### src/rtl/key_debounce.sv
// key_debounce: per-channel 2-FF synchroniser plus bounce filter FSM.
// Optional auto-repeat via KEY_DEBOUNCE_REPEAT_EN.
//
// Ports:
//   clk         system clock
//   reset       asynchronous active-high reset
//   key_raw     raw asynchronous pins (inverted first when ACTIVE_LOW=1)
//   db_level    registered, debounced active-high level per channel
//   repeat_tick one-cycle auto-repeat pulse per channel
//               (tied to 0 unless KEY_DEBOUNCE_REPEAT_EN is defined)
module key_debounce #(
  parameter int N_KEYS        = 4,
  parameter int DB_CYCLES     = 1000000,
  parameter int CNT_W         = 20,
  parameter int ACTIVE_LOW    = 1,
  parameter int REPEAT_DELAY  = 25000000,
  parameter int REPEAT_PERIOD = 5000000
) (
  input  logic              clk,
  input  logic              reset,
  input  logic [N_KEYS-1:0] key_raw,
  output logic [N_KEYS-1:0] db_level,
  output logic [N_KEYS-1:0] repeat_tick
);

  localparam logic [1:0] IDLE0 = 2'd0;
  localparam logic [1:0] WAIT1 = 2'd1;
  localparam logic [1:0] IDLE1 = 2'd2;
  localparam logic [1:0] WAIT0 = 2'd3;

  // The IDLE->WAIT transition already consumed one stable sample, so
  // WAIT accepts after DB_CYCLES-1 further samples: DB_CYCLES in total.
  localparam logic [CNT_W-1:0] CNT_LAST = CNT_W'(DB_CYCLES - 2);

  logic [N_KEYS-1:0] pin;
  logic [N_KEYS-1:0] s1;
  logic [N_KEYS-1:0] s2;

  assign pin = (ACTIVE_LOW != 0) ? ~key_raw : key_raw;

  always_ff @(posedge clk or posedge reset) begin
    if (reset) begin
      s1 <= '0;
      s2 <= '0;
    end else begin
      s1 <= pin;
      s2 <= s1;
    end
  end

`ifndef KEY_DEBOUNCE_REPEAT_EN
  logic unused_rpt;
  assign unused_rpt = ^{REPEAT_DELAY, REPEAT_PERIOD};
`endif

  for (genvar i = 0; i < N_KEYS; i++) begin : g_ch
    logic [1:0]       state;
    logic [1:0]       state_nx;
    logic [CNT_W-1:0] cnt;
    logic [CNT_W-1:0] cnt_nx;
    logic             db_q;
    logic             db_nx;

    always_comb begin
      state_nx = state;
      cnt_nx   = '0;
      case (state)
        IDLE0: if (s2[i]) state_nx = WAIT1;
        WAIT1: begin
          if (!s2[i])              state_nx = IDLE0;
          else if (cnt == CNT_LAST) state_nx = IDLE1;
          else                     cnt_nx   = cnt + 1'b1;
        end
        IDLE1: if (!s2[i]) state_nx = WAIT0;
        WAIT0: begin
          if (s2[i])               state_nx = IDLE1;
          else if (cnt == CNT_LAST) state_nx = IDLE0;
          else                     cnt_nx   = cnt + 1'b1;
        end
        default: state_nx = IDLE0;
      endcase
    end

    assign db_nx = (state_nx == IDLE1) || (state_nx == WAIT0);

    always_ff @(posedge clk or posedge reset) begin
      if (reset) begin
        state <= IDLE0;
        cnt   <= '0;
        db_q  <= 1'b0;
      end else begin
        state <= state_nx;
        cnt   <= cnt_nx;
        db_q  <= db_nx;
      end
    end

    assign db_level[i] = db_q;

`ifdef KEY_DEBOUNCE_REPEAT_EN
    localparam int RPT_MAX = (REPEAT_DELAY > REPEAT_PERIOD) ?
                             REPEAT_DELAY : REPEAT_PERIOD;
    localparam int RPT_W   = $clog2(RPT_MAX + 1);
    localparam logic [RPT_W-1:0] R_DELAY  = RPT_W'(REPEAT_DELAY);
    localparam logic [RPT_W-1:0] R_PERIOD = RPT_W'(REPEAT_PERIOD);

    logic [RPT_W-1:0] rcnt;
    logic [RPT_W-1:0] rnext;
    logic [RPT_W-1:0] rtarget;
    logic             armed;
    logic             stay;
    logic             tick_q;

    // Counting only while IDLE1 holds; the exit cycle clears silently.
    assign stay    = (state == IDLE1) && s2[i];
    assign rnext   = rcnt + 1'b1;
    assign rtarget = armed ? R_PERIOD : R_DELAY;

    always_ff @(posedge clk or posedge reset) begin
      if (reset) begin
        rcnt   <= '0;
        armed  <= 1'b0;
        tick_q <= 1'b0;
      end else if (!stay) begin
        rcnt   <= '0;
        armed  <= 1'b0;
        tick_q <= 1'b0;
      end else if (rnext == rtarget) begin
        rcnt   <= '0;
        armed  <= 1'b1;
        tick_q <= 1'b1;
      end else begin
        rcnt   <= rnext;
        tick_q <= 1'b0;
      end
    end

    assign repeat_tick[i] = tick_q;
`else
    assign repeat_tick[i] = 1'b0;
`endif
  end

endmodule

### config.mk
export PLATFORM = sky130hd
export DESIGN_NAME = key_debounce
export DESIGN_NICKNAME = d
export VERILOG_FILES = /design/src/rtl/key_debounce.sv
export SDC_FILE = /design/constraint.sdc
export NUM_CORES = 1
export LEC_CHECK = 0
export BUFFER_PORTS_ARGS = -buffer_cell sky130_fd_sc_hd__buf_2
export CAP_MARGIN = 40
export CORE_UTILIZATION = 52
export CTS_CLUSTER_DIAMETER = 50
export DETAILED_ROUTE_END_ITERATION = 10
export PLACE_DENSITY = 0.71
export SLEW_MARGIN = 0
export SYNTH_ARGS = -nofsm -noshare
export SYNTH_HDL_FRONTEND = slang
export SYNTH_SLANG_ARGS = --single-unit
export TNS_END_PERCENT = 1
### constraint.sdc
create_clock -name clk -period 2.78 [get_ports clk]
set_input_delay 0.139 -clock clk [delete_from_list [all_inputs] [get_ports clk]]
set_output_delay 0.139 -clock clk [all_outputs]
set_load 0.1 [all_outputs]
## Word level (Yosys, flattened, before mapping)

Index checks and enable logic that the tools add are counted.

| word-level totals | value |
|---|---|
| register bits | 100 |
| output and inout bits | 8 |
| bits of input ports | 6 |

| cells by class | value |
|---|---|
| eq/ne operators | 24 |
| bitwise logic cells | 1 |
| add/sub/neg operators | 4 |
| reductions and logical operators | 8 |
| multiplexer cells | 44 |

Operators with widths:

| kind | count |
|---|---|
| 20-bit 2-to-1 mux | 12 |
| 20-bit one-hot mux with 2 select lines | 4 |
| 20-bit by 1-bit adder with 20-bit output (second input constant) | 4 |
| 20-bit == test (second input constant) | 4 |
| 2-bit 2-to-1 mux | 24 |
| 2-bit == test (second input constant) | 16 |
| 2-bit one-hot mux with 4 select lines | 4 |
| 2-bit by 1-bit == test with 1-bit output (second input constant) | 4 |
| 2-bit logical NOT | 4 |
| 1-bit logical OR | 4 |
| 4-bit NOT | 1 |

## Depth between registers and ports, before layout

| logic depth | value |
|---|---|
| depth in word-level cells | 6 |
| mapped depth | 7 |
| depth with buffers taken out | 6 |

## Least setup slack after synthesis

OpenSTA, ideal clock, no wires.

| path | value |
|---|---|
| path type | flip-flop to flip-flop |
| from | reg g_ch[2].cnt[6] |
| to | reg g_ch[2].db_q |
| setup time | 128 ps |
| slack | 670 ps |
| cell stages (with the launch flop) | 5 |
| clock period less this slack | 2,110 ps |
| arrival | 1,983 ps |
| path buffers | 0 |
| cells stage by stage | dfrtp_1 or4b_1 or4_4 nor3_4 mux2_1 |

| between the ends | value |
|---|---|
| word-level cells in the longest chain between the ends | 6 |

RTL lines:

| item | RTL line | source |
|---|---|---|
| from (decl) | 59 | `logic [CNT_W-1:0] cnt;` |
| from (signal assigned) | 93 | `cnt <= cnt_nx;` |
| 20-bit == test (*) | 71, 77 |  |
| 2-bit 2-to-1 mux (on tied branches) | 77, 71 |  |
| 2-bit 2-to-1 mux (on tied branches) | 76, 70 |  |
| 2-bit one-hot mux with 4 select lines (*) | 67 | `case (state)` |
| 2-bit == test | 84 | `assign db_nx = (state_nx == IDLE1) \|\| (state_nx == WAIT0);` |
| 1-bit logical OR (*) | 84 |  |
| via g_ch[2].db_nx | 62 | `logic db_nx;` |
| to (signal assigned) | 94 | `db_q <= db_nx;` |
| to (decl) | 61 | `logic db_q;` |

Mark *: on every way through the listed nets, which the timed path passes. The rest lies on a longest branch.

## Worst setup path after layout

Ends and elaborated chain as after synthesis.

==> results.toml <==
[run_status]
status = "complete, but fails checks"
violations = "design-rule violations"

[setup_path]
cpMaxStageDelayCell = "or4_4"
required_ns = 3.03
path_buf_inv = 0
worst_setup_path_start_kind = "register"
critPathMaxStageDelay_ns = 0.55
cp.arrival_ns = 2.46
startpoint = "g_ch[2].cnt[6]$_DFF_PP0_"
cp-end-kind = "register"
crit_fanout = 6
crit_family = "simple AND/OR/NAND/NOR gates"
path_class = "register to register"
reg2reg_setup_slack_ns = 0.56
cp_cell_sequence = "or4b_1, or4_4, nor3_4, mux2_1"
timing.rr.start = "g_ch[2].cnt[6]$_DFF_PP0_"

[die]
die-area_um2 = 9640
rows = 34
start_util_pct = 54.4
ios = 14
die_w_um = 98.2
die_y_um = 98.2
core_um2 = 8850

[grt]
track_usage_pct = 19.2
grt_pass1_wl_mm = 14.9
grt_max_degree = 53
antenna_found_initial = 0
first_global_vias = 3399
overflow = 0

[detailed_routing]
wl_met2_mm = 4.11
wire_per_inst_um = 13.8
via_per_inst = 5.64
top_layer = "met4"
drcViolationCount = 1
vias = 3429
drt_wl_total_mm = 8.39
wl_met3_um = 248
drt_iter0_drc = 157
wl_met1_mm = 3.92
firstDrtPassIters = 9
antenna_left = 0

[yosys]
synth.most_common_cell = "dfrtp_1"
synth_area_leaders = "dfrtp_1 51%, xor2_1 5.3%, nor2_1 5.2%"
synth_edf_count = 0
synthCells = 481
ys_top_cells_by_count = "99 x dfrtp_1, 67 x nor2_1, 29 x xor2_1"
synth.top_cell.area_share_pct = 51.5
syn_area_um2 = 4810
synth_area_per_cell_um2 = 10.0
yosysSeqAreaShare_pct = 51.5
yosysWarningCount = 0
post-synth-top-area-cell = "dfrtp_1"
synth.ff_latch_count = 99
synth.distinct_cells = 40
ys_dominant_reg_cell = "dfrtp_1"
ys_async_sr_fraction_pct = 100

[power]
pwr-share-clk_pct = 35.4
leakage_uw = 0.00211
p_sw_uw = 616
power_frac_seq_pct = 60.1
pwr-share-comb_pct = 4.5
swShare_pct = 25.3
power_uw = 2440
vdd_drop_max_uv = 225
powerDensity_nw_per_um2 = 469
internal-power_uw = 1820

[cts]
clkTransAtPathRegs_ns = 0.10
clkLatencyLatePin_ns = 0.37
cts_sinks = 99
cts-root-buf = "clkbuf_8"
clk_path_buf_depth = 2
holdBufCountCts = 5
cts_tree = "yes"
cts_setup_buffers = 0
cts_made_buffers = 9
htreeDepth = 3
cts_resized = 0

[layout]
area_delta_synth_final_pct = 7.96
drive_gt1_share_pct = 9.20
layout.cells.non_filler = 608
diodes = 0
nNetsFinal = 509
design_area_um2 = 5190

[job]
max_cap_viol_count = 0

[place]
dp.cells = 587
dpl_cell_area_um2 = 4960
numPortBuffers = 9
gp_congestion = 0.796
hpwl_mm = 5.79

[sta]
max_freq_mhz = 451
final-hold-violation-count = 0
hold_ws_ns = 0.307
finalSetupViolations = 0
finalCriticalPeriod_ns = 2.22
finalCritPeriodShare_pct = 79.8
clock_skew_ns = 0.0118
rsz0062_at_grt = "false"
tns_ns = 0
maxSlewViolCount = 0

[min_path]
hp-class = "input pin to asynchronous set/reset pin"
cell usage in the layout, fill, tap and decap left out, types with 10 or more instances in the layout:
cell	count
or4_1	12
nor3_1	11
a21oi_1	23
nand2_1	26
xor2_1	29
nor2_1	67
dfrtp_1	99
xnor2_1	24
or3_1	15
and4_1	10
inv_1	18
nand4_1	20
o21ai_0	14
nand3_1	28
through the flow:
stage,setup slack (ns),util [%]
after detailed placement,0.567,56.1
final,0.562,58.7
after global placement,0.631,55.8
after floorplan,0.0506,-
after CTS,0.550,58.7
after global routing,0.500,58.7
final timing paths:
kind,end,cells after the start
setup / recovery,g_ch[2].db_q$_DFF_PP0_,4
hold / removal,g_ch[0].db_q$_DFF_PP0_,3
setup reg to reg,g_ch[2].db_q$_DFF_PP0_,4
hold reg to reg,s2[1]$_DFF_PP0_,0
max in group asynchronous,g_ch[3].cnt[13]$_DFF_PP0_,5
min in group clk,s2[1]$_DFF_PP0_,0
per-layer routing:
layer	vias up	GRT usage (%)
met5	-	0
met1	1669	24.6
met2	44	32.1
met3	9	4.58
li1	1707	-
met4	0	6.43
kinds of logic (layout without fill, tap and decap cells):
| logic type | after synthesis | after routing | synth area share (%) |
|---|---|---|---|
| AND/OR/NAND/NOR | 220 | 220 | 24.9 |
| AO/OA/AOI/OAI | 52 | 52 | 6.14 |
| other | 1 | 4 | 0.0779 |
| buffers and inverters | 41 | 57 | 4.06 |
| flip-flops | 99 | 99 | 51.5 |
| XOR/XNOR | 53 | 53 | 9.65 |
| multiplexers | 7 | 7 | 1.64 |
| adder cells (fa/ha/maj) | 8 | 8 | 2.08 |
worst register-to-register path, cell delays in order, from the launching register on:
cell and delay, ns:
dfrtp_1 0.44, or4b_1 0.54, or4_4 0.55, nor3_4 0.23, mux2_1 0.34
state kept, by name, indices dropped and copies added (netlist names):
register    cells
g_ch.cnt       80
g_ch.state      7
g_ch.db_q       4
s1              4
s2              4
final cells by class:
type / count / area (µm²)
clock buffers: 9 / 124
clock inverters: 7 / 58.8
fillers: 767 / 3650
inverters: 19 / 73.8
multi-input cells: 344 / 2150
flip-flops and latches: 99 / 2480
well taps: 108 / 135
repair buffers: 22 / 175
power groups by stage:
| stage | sequential [µW] | combinational (µW) | clock, µW |
|---|---|---|---|
| floorplan | 1490 | 81.7 | 0 |
| global placement | 1490 | 101 | 0 |
| detailed placement | 1490 | 108 | 0 |
| CTS | 1460 | 113 | 898 |
| global route | 1470 | 125 | 948 |
| finish | 1460 | 110 | 864 |
Note: power is estimated with default switching activity, not from simulation.
